==> src/rtl/fifo_pkg.sv <==
// Shared constants and sizing helper for the synchronous FIFO family.
package fifo_pkg;

  localparam int DEFAULT_DATA_W = 8;
  localparam int DEFAULT_DEPTH  = 16;

  // Pointer/count width: address bits plus one wrap bit.
  function automatic int cnt_width(input int depth);
    return $clog2(depth) + 1;
  endfunction

endpackage

==> src/rtl/fifo_ram.sv <==
// Simple dual-port storage: one write port, one registered read port, no reset.
module fifo_ram #(
  parameter int DATA_W = 8,
  parameter int DEPTH  = 16,
  localparam int ADDR_W = $clog2(DEPTH)
) (
  input  logic              clk,
  input  logic              we,
  input  logic [ADDR_W-1:0] waddr,
  input  logic [DATA_W-1:0] wdata,
  input  logic              re,
  input  logic [ADDR_W-1:0] raddr,
  output logic [DATA_W-1:0] rdata
);

  logic [DATA_W-1:0] mem [DEPTH];

  always_ff @(posedge clk) begin
    if (we) mem[waddr] <= wdata;
    if (re) rdata <= mem[raddr];
  end

endmodule

==> src/rtl/sync_fifo_param.sv <==
// Single-clock FIFO with wrap-bit pointers, occupancy flags and sticky error flags.
module sync_fifo_param
  import fifo_pkg::*;
#(
  parameter int DATA_W = DEFAULT_DATA_W,
  parameter int DEPTH  = DEFAULT_DEPTH,
  parameter int AF_LVL = DEPTH - 2,
  parameter int AE_LVL = 2,
  localparam int CNT_W = cnt_width(DEPTH)
) (
  input  logic              clk,
  input  logic              rst,
  input  logic              flush,
  input  logic              w_en,
  input  logic [DATA_W-1:0] data_in,
  input  logic              r_en,
  output logic [DATA_W-1:0] data_out,
  output logic              rd_valid,
  output logic              full,
  output logic              empty,
  output logic              almost_full,
  output logic              almost_empty,
  output logic [CNT_W-1:0]  count,
  output logic              overflow,
  output logic              underflow,
  input  logic              clr_err
);

  localparam int ADDR_W = CNT_W - 1;
  localparam logic [CNT_W-1:0] PTR_INC = CNT_W'(1);
  localparam logic [CNT_W-1:0] AF_CNT  = CNT_W'(AF_LVL);
  localparam logic [CNT_W-1:0] AE_CNT  = CNT_W'(AE_LVL);

  logic [CNT_W-1:0]  wr_ptr;
  logic [CNT_W-1:0]  rd_ptr;
  logic [DATA_W-1:0] ram_q;
  logic              out_cleared;
  logic              wr_accept;
  logic              rd_accept;
  logic              wr_reject;
  logic              rd_reject;

  assign count        = wr_ptr - rd_ptr;
  assign empty        = (wr_ptr == rd_ptr);
  assign full         = (wr_ptr[ADDR_W-1:0] == rd_ptr[ADDR_W-1:0]) &&
                        (wr_ptr[ADDR_W] != rd_ptr[ADDR_W]);
  assign almost_full  = (count >= AF_CNT);
  assign almost_empty = (count <= AE_CNT);

  assign wr_accept = w_en & ~full  & ~flush & ~rst;
  assign rd_accept = r_en & ~empty & ~flush & ~rst;
  assign wr_reject = w_en & full  & ~flush;
  assign rd_reject = r_en & empty & ~flush;

  // The RAM read register has no reset, so data_out is masked to zero until the first read after reset.
  assign data_out = out_cleared ? '0 : ram_q;

  fifo_ram #(
    .DATA_W (DATA_W),
    .DEPTH  (DEPTH)
  ) u_ram (
    .clk   (clk),
    .we    (wr_accept),
    .waddr (wr_ptr[ADDR_W-1:0]),
    .wdata (data_in),
    .re    (rd_accept),
    .raddr (rd_ptr[ADDR_W-1:0]),
    .rdata (ram_q)
  );

  always_ff @(posedge clk) begin
    if (rst) begin
      wr_ptr      <= '0;
      rd_ptr      <= '0;
      rd_valid    <= 1'b0;
      out_cleared <= 1'b1;
      overflow    <= 1'b0;
      underflow   <= 1'b0;
    end else begin
      if (flush) begin
        wr_ptr <= '0;
        rd_ptr <= '0;
      end else begin
        if (wr_accept) wr_ptr <= wr_ptr + PTR_INC;
        if (rd_accept) rd_ptr <= rd_ptr + PTR_INC;
      end
      rd_valid <= rd_accept;
      if (rd_accept) out_cleared <= 1'b0;
      // A fresh error event beats clr_err in the same cycle.
      overflow  <= wr_reject | (overflow  & ~clr_err);
      underflow <= rd_reject | (underflow & ~clr_err);
    end
  end

endmodule
==> config.mk <==
export PLATFORM = sky130hd
export DESIGN_NAME = sync_fifo_param
export DESIGN_NICKNAME = d
export VERILOG_FILES = /design/src/rtl/fifo_pkg.sv /design/src/rtl/fifo_ram.sv /design/src/rtl/sync_fifo_param.sv
export SDC_FILE = /design/constraint.sdc
export NUM_CORES = 1
export LEC_CHECK = 0
export BUFFER_PORTS_ARGS = -buffer_cell sky130_fd_sc_hd__buf_2
export CAP_MARGIN = 20
export CORE_ASPECT_RATIO = 0.6
export CORE_MARGIN = 4
export CORE_UTILIZATION = 40
export DETAILED_ROUTE_END_ITERATION = 8
export GPL_TIMING_DRIVEN = 0
export HOLD_SLACK_MARGIN = 0.1
export PLACE_DENSITY = 0.54
export SYNTH_ARGS = -nofsm -noshare
export SYNTH_HDL_FRONTEND = slang
export SYNTH_SLANG_ARGS = --single-unit
==> constraint.sdc <==
create_clock -name clk -period 8 [get_ports clk]
set_input_delay 0.4 -clock clk [delete_from_list [all_inputs] [get_ports clk]]
set_output_delay 0.4 -clock clk [all_outputs]
set_load 0.01 [all_outputs]
## After elaboration in Yosys (flattened, before gate mapping)

Memory sizes are Yosys's and may differ from the RTL's. A register that Yosys moved wholly into a read port is not among the register bits.
Index checks and enable logic that the tools add are counted.

| word-level totals | value |
|---|---|
| register bits | 14 |
| bits of input ports | 14 |
| logic and storage cells | 39 |
| output and inout port bits | 20 |
| memories | 1 |
| memory bits (writable) | 128 |

| cells by class | value |
|---|---|
| $lt $le $gt $ge | 2 |
| bitwise operators | 19 |
| mux-type cells | 3 |
| add/sub/neg operators | 3 |
| reductions and logical operators | 2 |
| equality and inequality tests | 3 |

Memories:

| memory | depth | bits a word | rd ports | clocked after Yosys merged registers in | write ports | RTL line | RTL |
|---|---|---|---|---|---|---|---|
| u_ram.mem | 16 | 8 | 1 | 1 | 1 | fifo_ram.sv:16 | `logic [DATA_W-1:0] mem [DEPTH];` |

Operator list:

| cell | number |
|---|---|
| $and 1x1->1 | 12 |
| $add 5x1->5 const B | 2 |
| $mux 8 | 1 |
| $eq 5x5->1 | 1 |
| $ge 5x4->1 const B | 1 |
| $le 5x2->1 const B | 1 |
| $not 1->1 | 5 |
| $sub 5x5->5 | 1 |
| $eq 4x4->1 | 1 |
| $mux 1 | 2 |
| $or 1x1->1 | 2 |
| $reduce_or 2->1 | 1 |
| $logic_and 1x1->1 | 1 |
| $ne 1x1->1 | 1 |

## Longest topological paths before layout

Gate-level depths: netlist of run 1.

| depth | value |
|---|---|
| depth after elaboration | 8 |
| depth in mapped cells | 8 |

## Cells and area by module

From an unflattened synthesis of run 1, not the netlist that was laid out.

| second synthesis, totals | value |
|---|---|
| cell total of the unflattened synthesis | 324 |
| area total of the unflattened synthesis | 6,068.3 um2 |

By module, submodules not included:

| module | area an instance (um2) | cells each | sequential area each (um2) | instances |
|---|---|---|---|---|
| fifo_ram | 5,227.5 | 229 | 4,083.9 | 1 |
| sync_fifo_param | 840.8 | 95 | 280.3 | 1 |

## Worst setup path before layout of run 1

No wires, ideal clock.

| path | value |
|---|---|
| path type | register to register |
| from | register rd_ptr[1] |
| to | memory u_ram.mem[0][0], enable pin |
| stages on the path, launching flop included | 9 |
| period minus slack after synthesis | 2.646 ns |
| slack | 5.354 ns |
| data arrival time | 2.263 ns |
| buffers on the path | 2 |
| data required time | 7.617 ns |
| setup time | 0.383 ns |
| cells stage by stage | dfxtp_1 -> buf_2 -> clkbuf_1 -> inv_1 -> ha_1 -> nand4_2 -> o21a_1 -> nand2_1 -> nor3_1 |

| on the way | value |
|---|---|
| word-level cells in the longest chain between the ends | 8 |

Ends and longest elaborated chain:

| element | RTL line | RTL |
|---|---|---|
| start, declared | sync_fifo_param.sv:35 | `logic [CNT_W-1:0] rd_ptr;` |
| start signal, assigned | sync_fifo_param.sv:85 | `if (rd_accept) rd_ptr <= rd_ptr + PTR_INC;` |
| $eq 4x4->1 | sync_fifo_param.sv:45 | `assign full = (wr_ptr[ADDR_W-1:0] == rd_ptr[ADDR_W-1:0]) &&` |
| $logic_and 1x1->1 | sync_fifo_param.sv:45 |  |
| $not 1->1 | sync_fifo_param.sv:50 | `assign wr_accept = w_en & ~full & ~flush & ~rst;` |
| $and 1x1->1 (3 in series) | sync_fifo_param.sv:50 |  |
| $mux 1 | fifo_ram.sv:19 | `if (we) mem[waddr] <= wdata;` |
| $mux 1 (not written as such) | fifo_ram.sv:19 |  |
| end, declared | fifo_ram.sv:16 |  |

No other way between the ends.

## Worst setup path after layout of run 1

| path | value |
|---|---|
| from | register rd_ptr[1] |
| to | output port almost_empty |

| on the way | value |
|---|---|
| word-level cells in the longest chain between the ends | 2 |

Ends and longest elaborated chain:

| element | RTL line | RTL |
|---|---|---|
| $sub 5x5->5 | sync_fifo_param.sv:43 | `assign count = wr_ptr - rd_ptr;` |
| $le 5x2->1 | sync_fifo_param.sv:48 | `assign almost_empty = (count <= AE_CNT);` |
| end, declared | sync_fifo_param.sv:22 | `output logic almost_empty,` |

No other way between the ends.

==> results of run 1 <==
cell usage after synthesis (3+ instances only):
cell type,number,area share
buf_2,3,0.0024
ha_1,9,0.018
xnor2_1,4,0.0057
nor2_1,24,0.015
clkbuf_1,5,0.0030
nor3_1,4,0.0032
o21ai_1,9,0.0073
inv_1,5,0.0030
mux2i_1,26,0.042
o211ai_1,4,0.0049
nand2_1,7,0.0042
dfxtp_1,14,0.045
xor2_1,5,0.0071
edfxtp_1,136,0.66
o21ai_0,3,0.0024
nor2b_1,9,0.0091
a22oi_1,8,0.0097
a32oi_1,8,0.011
mux4_2,8,0.029
nand2b_1,3,0.0030
mux4_1,16,0.068
state kept, by name, indices dropped and copies added, names as in the netlist:
signal / flops
overflow: 1
rd_valid: 1
u_ram.mem: 128
rd_ptr: 5
out_cleared: 1
underflow: 1
wr_ptr: 5
u_ram.rdata: 8
routing by layer:
layer,vias up,part of all wire
met5,-,0
met4,0,0.0085
met1,1676,0.50
met2,89,0.41
met3,12,0.075
li1,1507,-
placed cells by master, fill, tap and decap left out, drive strengths merged, types with 2 or more instances in the layout:
cell	instances
a22oi	8
xor2	5
dfxtp	14
nand2	7
nor2b	9
o211ai	5
nor3b	2
inv	9
ha	9
a22o	2
clkinvlp	4
bufinv	2
mux2i	26
buf	45
xnor2	5
edfxtp	136
nor3	4
clkinv	6
clkbuf	24
nand2b	3
mux4	24
o21ai	12
and2	2
a21o	2
o21a	2
o31ai	2
a32oi	8
nor2	26
cells by family (layout without fill, tap and decap cells):
kind of cell             Yosys count  in the layout  synth area share
flip-flops                       150            150             0.705
AND/OR/NAND/NOR                   58             58            0.0471
multiplexers                      50             50             0.139
AO/OA/AOI/OAI                     45             45            0.0527
buffers and inverters             21             90            0.0194
adder cells (fa/ha/maj)           10             10            0.0214
XOR/XNOR                          10             10            0.0154
critical path: stages, from the launching register on:
cell	delay (ps)
dfxtp_1	330
buf_2	220
clkbuf_1	500
inv_1	250
ha_1	380
nor2b_1	140
o21a_1	170
or3_1	340
a211oi_1	240
buf_2	170
power breakdown:
group	switching [mW]	internal [mW]	total [mW]
sequential	0.00154	0.857	0.858
combinational	0.0306	0.0156	0.0462
clock	0.310	0.461	0.771
total	0.342	1.33	1.68
final cells by class:
class | instances | area, µm²
clock buffer | 18 | 429
clock inverter | 14 | 150
multi-input combinational | 173 | 1710
timing repair buffer | 37 | 188
inverter | 7 | 26.3
sequential | 150 | 4360
buffer | 14 | 93.8
fill | 1274 | 7600
tap | 198 | 248
stage by stage:
stage | power, mW | setup slack [ps] | instances | cell area (µm²) | hold slack [ps]
2_1_floorplan | 0.896 | 5350 | 344 | 6190 | 492
3_3_place_gp | 0.920 | 4190 | 575 | 6600 | 453
3_5_place_dp | 0.922 | 4430 | 579 | 6630 | 454
4_1_cts | 1.69 | 4400 | 611 | 7210 | 241
5_1_grt | 1.73 | 4210 | 611 | 7210 | 253
6_report | 1.68 | 4450 | 611 | 7210 | 266
worst paths after layout:
| path | from | to | cells past startpoint |
|---|---|---|---|
| max | rd_ptr[1] | almost_empty | 9 |
| min | rst | out_cleared | 2 |
| max reg2reg | rd_ptr[1] | u_ram.mem[13][6] | 8 |
| min reg2reg | underflow | underflow | 1 |
==> metrics.yaml, run 1 <==
hold_class: "in -> reg"
die_h_um: 104
layout-drive-gt1-share: 0.218
cts_setup_buffers: 0
clk_latency_ps: 410
final_util: 0.487
fin_skew_ps: 8.45
ys_types: 47
synth_async_sr_flop_share: 0
ys_warn_count: 0
met1_usage: 0.265
io_buffers: 33
grt_pass1_vias: 3110
cts.sinks: 150
hold_buffers: 0
overflow: 0
vdd_ir_drop_max_uv: 139
insertedDiodeCount: 0
cts_buffers: 17
r2r_slack_ps: 4460
syn_avg_cell_area_um2: 18.0
setup-violations-final: 0
track_usage: 0.166
finalNetCount: 424
syn2layout_area_growth_pct: 16.4
slew-limit-headroom: 0.293
path_clk_slew_ps: 60
cts_resized: 0
grtUsageMet2: 0.214
cts_tree: "built"
synth_ff_type: "edfxtp_1"
synth_area_um2: 6190
h-tree-depth: 4
initial_core_util: 0.418
antenna_found_initial: 0
root_buffer: "clkbuf_16"
slew_violations: 0
ys_seq_area_frac: 0.705
min_period_ps: 3550
grt_pass1_wl_mm: 20.8
worstPathRequired_ps: 7600
path_class: "reg -> out"
finalHoldViolations: 0
core_area_um2: 14800
via_count: 3284
fp-row-count: 34
path_max_fanout: 10
syn_inst: 344
dp_hpwl_mm: 9.82
power_density_nw_per_um2: 233
outcome: "finished clean"
worst_pin_slew_ps: 1060
ys_ff_latch: 150
drt_first_iter_violations: 335
gp_congestion: 0.788
grt_max_degree: 17
cp-start-kind: "flop"
synth_edf_count: 136
use_met3: 0.0475
final_antenna_net_count: 0
cts_buffer_depth: 2
final.period_utilization: 0.443
tns_ps: 0
drt-total-wl_mm: 14.0
drt_first_pass_iters: 5
post_drt_wl_per_cell_um: 22.9
fmax_ghz: 0.282
worstPathArrival_ps: 3150
drv_cap: 0
end_kind: "output port"
rsz0062_at_grt: "false"
top_usage_layer: "met1"
die_w_um: 169
ios: 34
die-area_um2: 17600
drcViolationCount: 0
syn-num-nets: 368
detail_route.vias_per_cell: 5.37
p_leak_nw: 2.41
No activity file was read; power rests on OpenSTA's default activity.
==> run 2: changes to the inputs <==
- PLACE_DENSITY: 0.54 -> 0.56
- clock period: 8 -> 2.9 ns (I/O delays scaled with it)
==> metrics.yaml, run 2 (same netlist as run 1, synthesis figures left out) <==
r2r_slack_ps: 200  # was 4460 ps
p_sw_mw: 1.00  # was 0.342 mW
regMostFlops: "u_ram.mem"  # unchanged
worstPathArrival_ps: 2740  # was 3150 ps
drt_first_pass_iters: 5  # unchanged
post_drt_wl_per_cell_um: 21.8  # was 22.9 µm
die-area_um2: 17600  # unchanged
overflow: 0  # unchanged
path_class: "reg -> reg"  # was reg -> out
seq_area_um2: 4360  # unchanged
ios: 34  # unchanged
worst_slack_ps: 196  # was 4450 ps
intPower_mw: 3.79  # was 1.33 mW
antenna_found_initial: 0  # unchanged
drt_first_iter_violations: 240  # was 335
h-tree-depth: 4  # unchanged
track_usage: 0.160  # was 0.166
power_density_nw_per_um2: 651  # was 233 nW/µm²
p_comb_frac: 0.028  # about the same
pwr-share-clk: 0.478  # was 0.460
root_buffer: "clkbuf_16"  # unchanged
r2r-end: "u_ram.mem[7][0]"  # was u_ram.mem[13][6]
reg_top3: "u_ram.mem x128, u_ram.rdata x8"  # unchanged
die_w_um: 169  # unchanged
grt_pass1_vias: 3295  # was 3110
pwr-share-seq: 0.494  # was 0.512
tns_ps: 0  # unchanged
largest_reg_flops: 128  # unchanged
mostFrequentLayoutCell: "edfxtp_1"  # unchanged
fin_skew_ps: 10.7  # was 8.45 ps
outcome: "finished clean"  # unchanged
drv_cap: 0  # unchanged
path_clk_slew_ps: 70  # was 60 ps
initial_core_util: 0.418  # unchanged
final.period_utilization: 0.932
worst-r2r-cell-count: 5  # was 8
cp-start-kind: "flop"  # unchanged
fp-row-count: 34  # unchanged
core_area_um2: 14800  # unchanged
drt-total-wl_mm: 13.4  # was 14.0 mm
cts_buffers: 17  # unchanged
multiInputGateArea_um2: 1760  # was 1710 µm²
cts_buffer_depth: 2  # unchanged
met1_usage: 0.253  # was 0.265
end_kind: "flop"  # was output port
rsz0062_at_grt: "false"  # unchanged
grt_max_degree: 17  # unchanged
via_count: 3315  # was 3284
finalHoldViolations: 0  # unchanged
clk_latency_ps: 420  # was 410 ps
r2r_start: "rd_ptr[2]"  # was rd_ptr[1]
detail_route.vias_per_cell: 5.38  # was 5.37
fmax_ghz: 0.370
vdd_ir_drop_max_uv: 334  # was 139 µV
slew-limit-headroom: 0.336  # was 0.293
grt_pass1_wl_mm: 20.4  # was 20.8 mm
worst_pin_slew_ps: 992  # was 1060 ps
finalNetCount: 429  # was 424
path_max_fanout: 10  # unchanged
cts_tree: "built"  # unchanged
insertedDiodeCount: 0  # unchanged
layout-drive-gt1-share: 0.249  # was 0.218
min_to: "u_ram.mem[10][5]"  # was out_cleared
gp_congestion: 0.783  # was 0.788
min_period_ps: 2700
p_leak_nw: 2.47  # was 2.41 nW
worstPathRequired_ps: 2940  # was 7600 ps
grtUsageMet2: 0.220  # was 0.214
cts.sinks: 150  # unchanged
syn2layout_area_growth_pct: 18.9  # was 16.4%
final_cell_mix: "edfxtp_1 (136), buf_2 (37), mux2i_1 (26)"  # was edfxtp_1 (136), buf_2 (39), mux2i_1 (26)
n_fill_cell: 1237  # was 1274
setup-violations-final: 0  # unchanged
place_ws_ps: -577  # was 4430 ps
final_antenna_net_count: 0  # unchanged
final_util: 0.497  # was 0.487
io_buffers: 33  # unchanged
die_h_um: 104  # unchanged
dp_hpwl_mm: 9.15  # was 9.82 mm
top_usage_layer: "met1"  # unchanged
worstHoldPathCells: 1  # was 2
drcViolationCount: 0  # unchanged
swShare: 0.209  # was 0.204
slew_violations: 0  # unchanged
hold_start: "data_in[5]"  # was rst
placed_cell_area_um2: 6630  # about the same
use_met3: 0.0387  # was 0.0475
postLayoutCellArea_um2: 7360  # was 7210 µm²
hold_class: "in -> reg"  # unchanged
==> run 2: cell types whose count changed in the layout (fill, tap and decap cells not counted), moves of 3 or more <==
cell and change:
nor2_2 +9, dlygate4sd3_1 +6, inv_6 +3, nor2_1 -9, nor3_1 -3, clkinvlp_4 -3
==> run 2: what timing repair did <==
action                                  CTS  global route
hold endpoints to repair                  6             0
buffers inserted                          0             0
hold buffers                              6             0
endpoints found under the setup margin  144            94
gates resized for setup                  11             6
==> run 2: power by group through the flow <==
stage	clock, mW	combinational [mW]	sequential [mW]
final	2.29	0.134	2.37
after global routing	2.44	0.146	2.37
after detailed placement	0	0.128	2.41
after CTS	2.33	0.133	2.37
after global placement	0	0.124	2.41
after floorplan	0	0.0585	2.41
==> run 2: layout make-up <==
cell class,count,share of cell area
Clock inverter,15,0.0258
Timing Repair Buffer,43,0.0340
Buffer,13,0.0131
Tap cell,198,0.0337
Multi-Input combinational cell,173,0.239
Clock buffer,17,0.0578
Sequential cell,150,0.593
Inverter,7,0.00408
==> run 2: critical path, stage by stage, from the launching register on <==
cell and delay, ps:
dfxtp_1 420, clkinvlp_4 310, ha_1 450, nand4_2 230, o211ai_2 230, nor2_1 690
==> run 2: metrics by stage <==
| step | power, mW | cells | hold WS (ps) |
|---|---|---|---|
| 2_1_floorplan | 2.47 | 344 | 244 |
| 3_3_place_gp | 2.54 | 575 | 415 |
| 3_5_place_dp | 2.54 | 579 | 432 |
| 4_1_cts | 4.83 | 616 | 123 |
| 5_1_grt | 4.95 | 616 | 135 |
| 6_report | 4.79 | 616 | 140 |
==> run 2: worst max-delay path by stage <==
stage	from	cells past startpoint	end	slack [ps]
2_1_floorplan	rd_ptr[1]	8	u_ram.mem[0][0]	250
3_3_place_gp	rd_ptr[1]	8	u_ram.mem[0][2]	-780
3_5_place_dp	rd_ptr[1]	9	u_ram.mem[0][2]	-580
4_1_cts	rd_ptr[2]	6	u_ram.mem[4][4]	0.4
5_1_grt	rd_ptr[2]	5	u_ram.mem[11][1]	9
6_report	rd_ptr[2]	5	u_ram.mem[7][0]	200
==> run 2: per-layer routing <==
| layer | vias to the layer above | share of wire |
|---|---|---|
| li1 | 1524 | - |
| met1 | 1688 | 0.50 |
| met2 | 86 | 0.43 |
| met3 | 17 | 0.062 |
| met4 | 0 | 0.012 |
| met5 | - | 0 |
==> run 3: changes to the inputs <==
- SETUP_SLACK_MARGIN: unset -> 0.3
==> metrics.yaml, run 3 (same netlist as run 1, synthesis figures left out) <==
outcome: "finished clean"  # unchanged
drcViolationCount: 0  # unchanged
hold_class: "in -> reg"  # unchanged
final.period_utilization: 0.851  # was 0.932
path_class: "reg -> out"  # was reg -> reg
n_fill_cell: 1215  # was 1237
total_power_mw: 4.47  # was 4.79 mW
place_ws_ps: -524  # was -577 ps
fmax_ghz: 0.405  # was 0.370 GHz
final_antenna_net_count: 0  # unchanged
placed_cell_area_um2: 6620  # was 6630 µm²
worstPathRequired_ps: 2760  # was 2940 ps
finalHoldViolations: 0  # unchanged
r2r_slack_ps: 500  # was 200 ps
io_buffers: 33  # unchanged
setup-violations-final: 0  # unchanged
track_usage: 0.162  # was 0.160
worst-r2r-cell-count: 5  # unchanged
grt_pass1_wl_mm: 20.5  # was 20.4 mm
min_period_ps: 2470  # was 2700 ps
die_h_um: 104  # unchanged
p_leak_nw: 2.44  # was 2.47 nW
slew-limit-headroom: 0.511  # was 0.336
syn2layout_area_growth_pct: 20.4  # was 18.9%
drt_first_pass_iters: 7  # was 5
worst_pin_slew_ps: 733  # was 992 ps
regMostFlops: "u_ram.mem"  # unchanged
reg_top3: "u_ram.mem x128, u_ram.rdata x8"  # unchanged
finalNetCount: 433  # was 429
cts.sinks: 150  # unchanged
layout-drive-gt1-share: 0.284  # was 0.249
cts_buffers: 17  # unchanged
power_density_nw_per_um2: 600  # was 651 nW/µm²
largest_reg_flops: 128  # unchanged
path_clk_slew_ps: 60  # was 70 ps
final_cell_mix: "edfxtp_1 (136), buf_2 (36), mux2i_1 (26)"  # was edfxtp_1 (136), buf_2 (37), mux2i_1 (26)
slew_violations: 0  # unchanged
core_area_um2: 14800  # unchanged
gp_congestion: 0.764  # was 0.783
root_buffer: "clkbuf_16"  # unchanged
h-tree-depth: 4  # unchanged
worstHoldPathCells: 4  # was 1
drv_cap: 0  # unchanged
post_drt_wl_per_cell_um: 22.2  # was 21.8 µm
fin_skew_ps: 7.59  # was 10.7 ps
overflow: 0  # unchanged
insertedDiodeCount: 0  # unchanged
mostFrequentLayoutCell: "edfxtp_1"  # unchanged
initial_core_util: 0.418  # unchanged
holdWs_ps: 132  # was 140 ps
worstPathArrival_ps: 2320  # was 2740 ps
grt_max_degree: 17  # unchanged
cts_buffer_depth: 2  # unchanged
via_count: 3328  # was 3315
final_cells: 620  # was 616
ios: 34  # unchanged
path_max_fanout: 10  # unchanged
rsz0062_at_grt: "false"  # unchanged
vdd_ir_drop_max_uv: 342  # was 334 µV
fp-row-count: 34  # unchanged
cp-start-kind: "flop"  # unchanged
die_w_um: 169  # unchanged
detail_route.vias_per_cell: 5.37  # was 5.38
antenna_found_initial: 0  # unchanged
end_kind: "output port"  # was flop
clk_latency_ps: 410  # was 420 ps
final_util: 0.503  # was 0.497
grt_pass1_vias: 3205  # was 3295
drt-total-wl_mm: 13.8  # was 13.4 mm
die-area_um2: 17600  # unchanged
place_inst: 576  # was 579
dp_hpwl_mm: 9.35  # was 9.15 mm
postLayoutCellArea_um2: 7450  # was 7360 µm²
drt_first_iter_violations: 272  # was 240
worst_slack_ps: 433  # was 196 ps
tns_ps: 0  # unchanged
cts_tree: "built"  # unchanged
==> run 3: layout make-up <==
class	instances	area, µm²	share of cell area
Buffer	14	121	0.0163
Clock buffer	21	450	0.0604
Clock inverter	11	80.1	0.0107
Inverter	7	28.8	0.00386
Multi-Input combinational cell	173	1850	0.248
Sequential cell	150	4370	0.586
Tap cell	198	248	0.0332
Timing Repair Buffer	46	310	0.0416
==> run 3: worst max-delay path, cell delays in order (launching register included) <==
cell	delay, ps
dfxtp_2	330
buf_6	110
clkbuf_16	160
inv_2	100
ha_4	210
nor2b_1	120
o21a_1	180
or3_4	340
a41o_1	230
buf_2	140
==> run 3: where the power goes <==
| group | internal, mW | total [mW] | switching, mW |
|---|---|---|---|
| Clock | 1.11 | 1.96 | 0.848 |
| Sequential | 2.36 | 2.37 | 0.00468 |
| Combinational | 0.0535 | 0.142 | 0.0889 |
| Total | 3.53 | 4.47 | 0.942 |
==> run 3: routing by layer <==
layer	wire length, µm	up-vias	part of all wire	track usage
li1	-	1520	-	-
met1	6860	1716	0.50	0.251
met2	5980	84	0.43	0.222
met3	852	8	0.062	0.0448
met4	97	0	0.0070	0.0486
met5	0	-	0	0
==> run 3: repair_timing <==
| action | in CTS | in global routing |
|---|---|---|
| pin swaps | 3 | 2 |
| endpoints found under the hold margin | 6 | 0 |
| buffers inserted | 3 | 4 |
| endpoints found under the setup margin | 152 | 122 |
| resized for setup | 35 | 6 |
| hold buffers | 5 | 0 |
==> run 3: final timing paths <==
check                  from               end
hold reg to reg    overflow          overflow
hold / removal         w_en         wr_ptr[3]
setup reg to reg  rd_ptr[2]  u_ram.mem[15][4]
setup / recovery  rd_ptr[1]       almost_full
